$ cat config.mk
export PLATFORM = sky130hd
export DESIGN_NAME = rice_encoder_flat
export DESIGN_NICKNAME = d
export VERILOG_FILES = /design/src/rtl/rice_pkg.sv /design/src/rtl/rice_encoder_if.sv /design/src/rtl/rice_bit_packer.sv /design/src/rtl/rice_encoder.sv /design/src/flat_wrapper.sv
export SDC_FILE = /design/constraint.sdc
export NUM_CORES = 1
export LEC_CHECK = 0
export ABC_AREA = 1
export BUFFER_PORTS_ARGS = -buffer_cell sky130_fd_sc_hd__buf_4
export CORE_ASPECT_RATIO = 1.1
export CORE_MARGIN = 10
export CORE_UTILIZATION = 30
export CTS_BUF_LIST = sky130_fd_sc_hd__clkbuf_4 sky130_fd_sc_hd__clkbuf_8
export DETAILED_ROUTE_END_ITERATION = 16
export SLEW_MARGIN = 5
export SYNTH_ARGS = -nofsm -noshare
export SYNTH_HDL_FRONTEND = slang
export SYNTH_HIERARCHICAL = 1
export SYNTH_SLANG_ARGS = --single-unit
$ cat constraint.sdc
create_clock -name clk -period 3.6 [get_ports clk]
set_input_delay 0.18 -clock clk [delete_from_list [all_inputs] [get_ports clk]]
set_output_delay 0.18 -clock clk [all_outputs]
set_load 0.05 [all_outputs]
$ cat src/rtl/rice_pkg.sv
// Rice encoder shared constants and FSM state type.
// RICE_ESCAPE_EN adds the ESC_RAW state for escape-coded samples.
package rice_pkg;

  localparam int RICE_SAMPLE_W = 32;
  localparam int RICE_WORD_W   = 32;
  localparam int RICE_QMAX     = 31;
  localparam int K_W           = 5;

  typedef enum logic [2:0] {
    IDLE,
    FS_ZERO,
    FS_STOP,
    SPLIT,
`ifdef RICE_ESCAPE_EN
    ESC_RAW,
`endif
    FLUSH
  } rice_state_e;

endpackage

$ cat src/rtl/rice_encoder_if.sv
// Sample-in / packed-word-out handshake bundle of the Rice encoder.
// master drives samples and takes words; slave is the encoder.
interface rice_encoder_if #(
  parameter int SAMPLE_W = rice_pkg::RICE_SAMPLE_W,
  parameter int WORD_W   = rice_pkg::RICE_WORD_W
);
  import rice_pkg::*;

  logic [K_W-1:0]      k;
  logic [SAMPLE_W-1:0] in_data;
  logic                in_valid;
  logic                in_ready;
  logic                flush;
  logic [WORD_W-1:0]   out_data;
  logic                out_valid;
  logic                out_ready;
  logic                busy;

  modport master (
    output k, in_data, in_valid, flush, out_ready,
    input  in_ready, out_data, out_valid, busy
  );

  modport slave (
    input  k, in_data, in_valid, flush, out_ready,
    output in_ready, out_data, out_valid, busy
  );

endinterface

$ cat src/rtl/rice_bit_packer.sv
// MSB-first bit packer with a single registered output word.
// Holds the incoming bit while a finished word cannot be handed off.
module rice_bit_packer
  import rice_pkg::*;
#(
  parameter int WORD_W = RICE_WORD_W
) (
  input  logic              clk,
  input  logic              reset,
  input  logic              bit_in,
  input  logic              bit_valid,
  output logic              bit_ready,
  input  logic              flush,
  output logic              flush_done,
  output logic              empty,
  output logic [WORD_W-1:0] out_data,
  output logic              out_valid,
  input  logic              out_ready
);

  localparam int CW = $clog2(WORD_W);
  localparam logic [CW:0] WFULL = WORD_W[CW:0];

  logic [WORD_W-1:0] buf_q;
  logic [CW-1:0]     cnt;
  logic [CW:0]       pad;
  logic              out_free;
  logic              last;
  logic              take;
  logic              flush_word;

  assign out_free   = !out_valid || out_ready;
  assign last       = cnt == CW'(WORD_W - 1);
  assign bit_ready  = !last || out_free;
  assign take       = bit_valid && bit_ready;
  assign empty      = cnt == '0;
  assign flush_done = flush && (empty || out_free);
  assign flush_word = flush_done && !empty;
  assign pad        = WFULL - {1'b0, cnt};

  // Valid bits sit in the low cnt positions; stale bits above are shifted out.
  always_ff @(posedge clk) begin
    if (reset) begin
      buf_q     <= '0;
      cnt       <= '0;
      out_data  <= '0;
      out_valid <= 1'b0;
    end else begin
      if (out_ready)
        out_valid <= 1'b0;
      if (take) begin
        buf_q <= {buf_q[WORD_W-2:0], bit_in};
        if (last) begin
          out_data  <= {buf_q[WORD_W-2:0], bit_in};
          out_valid <= 1'b1;
          cnt       <= '0;
        end else begin
          cnt <= cnt + 1'b1;
        end
      end else if (flush_word) begin
        out_data  <= buf_q << pad;
        out_valid <= 1'b1;
        cnt       <= '0;
      end
    end
  end

endmodule

$ cat src/rtl/rice_encoder.sv
// Rice/Golomb-power-of-2 encoder, one code bit per clock into the packer.
// RICE_ESCAPE_EN: q >= QMAX emits QMAX zeros, '1', then the raw sample.
module rice_encoder
  import rice_pkg::*;
#(
  parameter int SAMPLE_W = RICE_SAMPLE_W,
  parameter int WORD_W   = RICE_WORD_W
`ifdef RICE_ESCAPE_EN
  ,
  parameter int QMAX     = RICE_QMAX
`endif
) (
  input logic          clk,
  input logic          reset,
  rice_encoder_if.slave bus
);

  rice_state_e         st;
  rice_state_e         nxt;
  logic [SAMPLE_W-1:0] sample_q;
  logic [SAMPLE_W-1:0] qcnt;
  logic [SAMPLE_W-1:0] qin;
  logic [K_W-1:0]      k_q;
  logic [K_W-1:0]      rcnt;
  logic                take_in;
  logic                bit_in;
  logic                bit_valid;
  logic                bit_ready;
  logic                pk_flush;
  logic                flush_done;
  logic                pk_empty;
  logic                step;
`ifdef RICE_ESCAPE_EN
  logic                esc_q;
  logic                esc_in;

  assign esc_in = qin >= SAMPLE_W'(QMAX);
`endif

  assign qin          = bus.in_data >> bus.k;
  assign step         = bit_valid && bit_ready;
  assign bus.in_ready = st == IDLE && !bus.flush && !reset;
  assign bus.busy     = st != IDLE || !pk_empty;

  always_ff @(posedge clk) begin
    if (reset)
      st <= IDLE;
    else
      st <= nxt;
  end

  always_comb begin
    nxt       = st;
    take_in   = 1'b0;
    bit_in    = 1'b0;
    bit_valid = 1'b0;
    pk_flush  = 1'b0;
    unique case (st)
      IDLE: begin
        // An empty packer makes flush a no-op, but it still blocks accept.
        if (bus.flush) begin
          if (!pk_empty)
            nxt = FLUSH;
        end else if (bus.in_valid) begin
          take_in = 1'b1;
          nxt     = (qin != '0) ? FS_ZERO : FS_STOP;
        end
      end
      FS_ZERO: begin
        bit_valid = 1'b1;
        if (bit_ready && qcnt == SAMPLE_W'(1))
          nxt = FS_STOP;
      end
      FS_STOP: begin
        bit_in    = 1'b1;
        bit_valid = 1'b1;
        if (bit_ready) begin
`ifdef RICE_ESCAPE_EN
          if (esc_q)
            nxt = ESC_RAW;
          else
`endif
            nxt = (k_q != '0) ? SPLIT : IDLE;
        end
      end
`ifdef RICE_ESCAPE_EN
      SPLIT, ESC_RAW: begin
`else
      SPLIT: begin
`endif
        bit_in    = sample_q[rcnt];
        bit_valid = 1'b1;
        if (bit_ready && rcnt == '0)
          nxt = IDLE;
      end
      FLUSH: begin
        pk_flush = 1'b1;
        if (flush_done)
          nxt = IDLE;
      end
      default: nxt = IDLE;
    endcase
  end

  always_ff @(posedge clk) begin
    if (reset) begin
      sample_q <= '0;
      k_q      <= '0;
      qcnt     <= '0;
      rcnt     <= '0;
`ifdef RICE_ESCAPE_EN
      esc_q    <= 1'b0;
`endif
    end else if (take_in) begin
      sample_q <= bus.in_data;
      k_q      <= bus.k;
`ifdef RICE_ESCAPE_EN
      esc_q    <= esc_in;
      qcnt     <= esc_in ? SAMPLE_W'(QMAX) : qin;
`else
      qcnt     <= qin;
`endif
    end else if (step) begin
      unique case (st)
        FS_ZERO: qcnt <= qcnt - 1'b1;
`ifdef RICE_ESCAPE_EN
        FS_STOP: rcnt <= esc_q ? K_W'(SAMPLE_W - 1) : k_q - 1'b1;
`else
        FS_STOP: rcnt <= k_q - 1'b1;
`endif
        default: rcnt <= rcnt - 1'b1;
      endcase
    end
  end

  rice_bit_packer #(
    .WORD_W(WORD_W)
  ) u_packer (
    .clk       (clk),
    .reset     (reset),
    .bit_in    (bit_in),
    .bit_valid (bit_valid),
    .bit_ready (bit_ready),
    .flush     (pk_flush),
    .flush_done(flush_done),
    .empty     (pk_empty),
    .out_data  (bus.out_data),
    .out_valid (bus.out_valid),
    .out_ready (bus.out_ready)
  );

endmodule

$ cat src/flat_wrapper.sv
// flat-port wrapper written by rule: the top's interface ports become plain ports
module rice_encoder_flat import rice_pkg::*;
#(
  parameter int SAMPLE_W = RICE_SAMPLE_W,
  parameter int WORD_W   = RICE_WORD_W

)
  (clk, reset, bus_k, bus_in_data, bus_in_valid, bus_flush, bus_out_ready, bus_in_ready, bus_out_data, bus_out_valid, bus_busy);
  rice_encoder_if #(.SAMPLE_W(SAMPLE_W), .WORD_W(WORD_W)) bus_i ();
  input logic clk;
  input logic reset;
  input wire logic [$bits(bus_i.k)-1:0] bus_k;
  input wire logic [$bits(bus_i.in_data)-1:0] bus_in_data;
  input wire logic [$bits(bus_i.in_valid)-1:0] bus_in_valid;
  input wire logic [$bits(bus_i.flush)-1:0] bus_flush;
  input wire logic [$bits(bus_i.out_ready)-1:0] bus_out_ready;
  output wire logic [$bits(bus_i.in_ready)-1:0] bus_in_ready;
  output wire logic [$bits(bus_i.out_data)-1:0] bus_out_data;
  output wire logic [$bits(bus_i.out_valid)-1:0] bus_out_valid;
  output wire logic [$bits(bus_i.busy)-1:0] bus_busy;
  assign bus_i.k = bus_k;
  assign bus_i.in_data = bus_in_data;
  assign bus_i.in_valid = bus_in_valid;
  assign bus_i.flush = bus_flush;
  assign bus_i.out_ready = bus_out_ready;
  assign bus_in_ready = bus_i.in_ready;
  assign bus_out_data = bus_i.out_data;
  assign bus_out_valid = bus_i.out_valid;
  assign bus_busy = bus_i.busy;
  rice_encoder #(.SAMPLE_W(SAMPLE_W), .WORD_W(WORD_W)) u_core (.clk(clk), .reset(reset), .bus(bus_i));
endmodule
Yosys cells after proc, flatten, opt, wreduce, memory -nomap -nowiden
Index checks and enable logic that the tools add are counted.
- add/subtract/negate cells: 5
- multiply operators: 0
- div/mod/pow operators: 0
- $lt $le $gt $ge: 1
- equality and inequality tests: 13
- shift operators: 2
- mux-type cells: 32
- bitwise logic cells: 2
- reductions and logical operators: 30
- operator list (operator ; number):
    32-bit two-way mux ; 6
    32-bit by 1-bit equality test with 1-bit output (second input constant) ; 1
    32-bit nonzero test ; 1
    32-bit by 6-bit left shift with 32-bit output ; 1
    32-bit by 5-bit >> shifter with 32-bit output ; 1
    32-bit by 1-bit subtractor with 32-bit output (second input constant) ; 1
    3-bit two-way mux ; 7
    5-bit two-way mux ; 3
    3-bit one-hot mux with 5 select lines ; 1
    5-bit zero test ; 2
    1-bit two-way mux ; 10
    5-bit one-hot mux with 2 select lines ; 1
    5-bit by 1-bit subtractor with 5-bit output (second input constant) ; 2
    1-bit logical AND ; 7
    3-bit by 2-bit equality test with 1-bit output (second input constant) ; 2
    5-bit by 6-bit less-than comparator with 1-bit output (second input constant) ; 1
    2-bit by 1-bit inequality test with 1-bit output (second input constant) ; 3
    3-bit inequality test (second input constant) ; 2
    6-bit AND reduction ; 1
    2-bit nonzero test ; 3
    6-bit by 5-bit subtractor with 6-bit output (first input constant) ; 1
    5-bit by 1-bit adder with 5-bit output (second input constant) ; 1
    1-bit binary-select mux with 5-bit select ; 1
    5-bit equality test (second input constant) ; 1
    14 further kinds ; 25
- register bits after elaboration: 147
- bits in latches: 0
- RAM bits: 0
- ROM bits: 0
- input port bits: 42
- output and inout bits: 35
- logic and storage cells: 94
- memories: 0

Depth between registers and ports, before layout
- depth in word-level cells: 7
- depth in mapped cells: 18
- depth with buffers taken out: 17

Cells and area by module
The synthesis kept the hierarchy.
- by module, submodules not included (module ; times used ; cells an instance ; area an instance (um^2) ; sequential area each (um^2)):
    rice_encoder ; 1 ; 997 ; 5881.9 ; 1541.5
    rice_bit_packer ; 1 ; 689 ; 4356.7 ; 1401.3

Worst setup path after synthesis
No wires, ideal clock.
- path kind: reg2reg
- start: register u_core.u_packer.cnt[0]
- end: register u_core.u_packer.out_data[10]
- setup time: 0.130 ns
- arrival: 2.039 ns
- required time: 3.470 ns
- path slack: 1.430 ns
- stages on the path, launching flop included: 14
- buffers on the path: 3
- period minus slack after synthesis: 2.170 ns
- cells stage by stage: dfxtp_1 > buf_2 > inv_4 > buf_4 > ha_1 > nand2_2 > nor2_1 > ha_1 > nand3b_1 > nand2_1 > o21ai_2 > inv_2 > clkbuf_1 > a31oi_1
- cells in the longest elaborated chain, start to end: 6
- elaborated cells on any way between the ends: 16
- classes of those cells: add/sub: 1; eq/ne: 2; shift: 1; mux: 2; reduce/logical: 10
- ends and longest elaborated chain (element ; RTL line ; text):
    start, declared ; rice_bit_packer.sv:25 ; logic [CW-1:0] cnt;
    start signal, assigned ; rice_bit_packer.sv:58 ; cnt <= cnt + 1'b1;
    5-bit zero test * ; rice_bit_packer.sv:36 ; assign empty = cnt == '0;
    via u_core.pk_empty ; rice_encoder.sv:31 ; logic pk_empty;
    1-bit logical OR ; rice_bit_packer.sv:37 ; assign flush_done = flush && (empty || out_free);
    1-bit logical AND ; rice_bit_packer.sv:37 ;
    1-bit logical AND * ; rice_bit_packer.sv:38 ; assign flush_word = flush_done && !empty;
    2-bit nonzero test (no source line) * ; - ;
    2-bit AND reduction (no source line) * ; - ;
    end signal, assigned ; rice_bit_packer.sv:54 ; out_data <= {buf_q[WORD_W-2:0], bit_in};
    end signal, assigned ; rice_bit_packer.sv:61 ; out_data <= buf_q << pad;
    end, declared ; rice_bit_packer.sv:16 ; output logic [WORD_W-1:0] out_data,
Mark *: on every way through the listed nets, which the timed path passes. The rest lies on a longest branch. The select of a mux whose other input is x is not followed.
A chain may end at the register's enable or synchronous reset.

Worst setup path after layout
- start: register u_core.u_packer.cnt[0]
- end: register u_core.u_packer.out_data[31]
- cells in the longest elaborated chain, start to end: 6
- elaborated cells on any way between the ends: 16
- classes of those cells: add/sub: 1; eq/ne: 2; shift: 1; mux: 2; reduce/logical: 10
- ends and longest elaborated chain (element ; RTL line ; text):
    5-bit equality test * ; rice_bit_packer.sv:33 ; assign last = cnt == CW'(WORD_W - 1);
    1-bit zero test * ; rice_bit_packer.sv:34 ; assign bit_ready = !last || out_free;
    1-bit logical OR * ; rice_bit_packer.sv:34 ;
    via u_core.bit_ready ; rice_encoder.sv:28 ; logic bit_ready;
    1-bit logical AND * ; rice_bit_packer.sv:35 ; assign take = bit_valid && bit_ready;
    2-bit inequality test (no source line) / 2-bit nonzero test (equally long branches) ; - ;
    2-bit AND reduction (no source line) ; - ;
Marked as above.

==> flow_metrics.tcl <==
set metrics [dict create \
    status "completed" \
    start_util 0.3060 \
    async_flop_share 0 \
    leakagePower_uw 0.004784 \
    cts.reportedPaths.clkPinSlew_ps 100 \
    r2r_slack_ps 540 \
    cts_buffers 17 \
    skew_ps 30.73 \
    netlist_top_cells_area "dfxtp_1 (29%), nand3_1 (19%), nand2_1 (14%)" \
    crit_type "flop to flop" \
    io_pins 77 \
    die_h_um 213.8 \
    synth_nets 1735 \
    cp.required_ps 3990 \
    drt_first_pass_iters 6 \
    cts_setup_buffers 0 \
    final_max_slew_viol_count 0 \
    fmax_mhz 327.0 \
    fin_crit_sh 0.8495 \
    synth_edf_count 0 \
    cts_hold_buf 12 \
    hold_path_class "input pin to flop" \
    cp-end-kind "flop" \
    nFillCells 3741 \
    crit_fanout 49 \
    post-dp-hpwl_um 26450 \
    r2r_cells 14 \
    ir_drop_v 0.0004098 \
    cts_buffer_depth 2 \
    pwr_density_cell_nw_per_um2 853.8 \
    start_kind "flop" \
    drt_drc_violations_left 0 \
    yosys.area_share.adder 0.008554 \
    chipWidth_um 196.1 \
    gp_congestion 0.9482 \
    syn_area_sq_um 10240 \
    cts.sinks 147 \
    muxShareOfSynthArea 0 \
    setup_viol 0 \
    hold_path_depth 3 \
    num_rows 70 \
    cts_tree "yes" \
    routed-via-count 11630 \
    io_buffers 76 \
    synth_ff_type "dfxtp_1" \
    layout_common_cells "nand2_1 (391), nand3_1 (381), nor2_1 (203), dfxtp_1 (147), o21ai_0 (113)" \
    h-tree-depth 4 \
    grt_max_degree 63 \
    fin_area_sq_um 11440 \
    wl_um 36800 \
    synth_compound_area_frac 0.1484 \
    worstReg2RegStart "u_core/u_packer/cnt[0]$_SDFFE_PP0P_" \
    yosysSeqAreaShare 0.2874 \
    final_common_cell "nand2_1" \
    min_from "bus_in_data[8]" \
    drive_gt1_frac 0.09696 \
    synth_top_area_cell "dfxtp_1" \
    fin_crit_ps 3058 \
    cts-root-buf "clkbuf_8" \
    max_slew_margin 0.2495 \
    antenna_found_initial 1 \
    grt.total_usage 0.1711 \
    place_area_sq_um 10900 \
    area_growth_pct 11.72 \
    synth_top_family_by_area "simple AND/OR/NAND/NOR gates" \
    ant_nets 0 \
    drt-initial-drc-count 1399 \
    syn_inst 1686 \
    setup_tns_ps 0 \
    grt-ovfl-total 0 \
    worst_pin_slew_ps 1124 \
    grt_pass1_vias 10870 \
    cp.arrival_ps 3450 \
    die_area_sq_um 41930 \
    final_nets 1748 \
    worst_hold_slack_ps 42.68 \
    holdPathEnd "u_core/sample_q[8]$_SDFFE_PP0P_" \
    synth_cell_types 52 \
    max_cap_violations 0 \
    final-hold-violation-count 0 \
    avgSynthCellArea_sq_um 6.073 \
    drt-wirelength-per-cell_um 17.16 \
    ys.warnings.count 6 \
    cts_resized 0 \
    reg2reg_to "u_core/u_packer/out_data[31]$_SDFFE_PP0P_" \
    ys_seq_elements 147 \
    rsz0062_at_grt "false" \
    synthSimpleGateAreaFrac 0.4515 \
    synth.top_cell.area_share 0.2874 \
    synth_xor_xnor_area_share 0.01454 \
    core_sq_um 33460 \
    clock_latency_ps 500 \
    vias_per_cell 5.421 \
    grt_pass1_wl_um 58640 \
]
[sequential cells by signal, summed over array words and instances (netlist names)]
register                   cells
u_core/k_q                     5
u_core/qcnt                   32
u_core/rcnt                    5
u_core/sample_q               32
u_core/st                      3
u_core/u_packer/buf_q         32
u_core/u_packer/cnt            5
u_core/u_packer/out_data      32
u_core/u_packer/out_valid      1
[layout make-up]
class | instances | area (sq um) | area share
flip-flops and latches | 147 | 2943 | 0.2573
repair buffers | 102 | 795.8 | 0.06957
diodes | 1 | 2.502 | 0.0002188
multi-input cells | 1336 | 6379 | 0.5576
inverters | 95 | 366.6 | 0.03205
clock inverters | 15 | 177.7 | 0.01553
clock buffers | 17 | 234.0 | 0.02045
well taps | 432 | 540.5 | 0.04725
[synth_stat cells (7+ instances only)]
library cell  count
nand2_1         391
nand3_1         381
nor2_1          203
dfxtp_1         147
o21ai_0         113
inv_1            82
a21oi_1          78
clkbuf_1         44
buf_2            40
a31oi_1          31
nand4_1          15
xor2_1           13
o211ai_1         12
buf_4            10
inv_2             9
nand2_2           8
ha_1              7
nor2_2            7
nor4_1            7
o21ai_1           7
[worst max path at each step]
| stage | to | start | depth (start not counted) |
|---|---|---|---|
| 3_3_place_gp | u_core/st[0]$_SDFFE_PP0P_ | bus_k[1] | 15 |
| 5_1_grt | u_core/u_packer/out_data[29]$_SDFFE_PP0P_ | u_core/u_packer/cnt[0]$_SDFFE_PP0P_ | 14 |
| 6_report | u_core/u_packer/out_data[31]$_SDFFE_PP0P_ | u_core/u_packer/cnt[0]$_SDFFE_PP0P_ | 14 |
| 3_5_place_dp | u_core/u_packer/out_data[31]$_SDFFE_PP0P_ | u_core/u_packer/cnt[0]$_SDFFE_PP0P_ | 14 |
| 2_1_floorplan | u_core/u_packer/out_data[10]$_SDFFE_PP0P_ | u_core/u_packer/cnt[0]$_SDFFE_PP0P_ | 13 |
| 4_1_cts | u_core/u_packer/out_data[31]$_SDFFE_PP0P_ | u_core/u_packer/cnt[0]$_SDFFE_PP0P_ | 14 |
[logic make-up after synthesis]
kind of cell / count (synthesis)
AO/OA/AOI/OAI: 272
flip-flops: 147
AND/OR/NAND/NOR: 1040
adder cells (fa/ha/maj): 7
XOR/XNOR: 17
buffers and inverters: 203
[power by group]
group / leakage (uW) / total [uW] / internal, uW / switching, uW
combinational: 0.00338 / 5960 / 1750 / 4210
sequential: 0.00120 / 2450 / 2060 / 388
clock: 0.000205 / 1360 / 537 / 822
total: 0.00478 / 9770 / 4350 / 5420
[worst max-delay path: stages, from the launching register on]
cell,delay [ps]
dfxtp_1,620
ha_1,240
nand2_1,70
nor2_1,110
ha_1,220
nand3_1,190
nand2_2,160
nand2_1,110
o21ai_2,230
inv_2,450
buf_4,280
nor2_1,90
nor2_1,40
nand2_1,100
inv_1,40
[metrics by stage]
stage,utilization,std cells,setup WS [ps],power (uW)
floorplan,-,1686,1430,6951
global placement,0.3259,2100,609.3,8325
detailed placement,0.3259,2100,581.7,8362
CTS,0.3418,2144,545.5,9752
global route,0.3418,2144,191.0,10530
finish,0.3419,2145,541.7,9766
[routing by layer]
metal	share of wire	global-route usage	up-vias
met1	0.44	0.2170	5414
met3	0.058	0.02281	53
li1	-	-	5735
met4	0.025	0.05822	0
met5	0	0	-
met2	0.48	0.2925	427
Power figures use the tool's default switching activity.
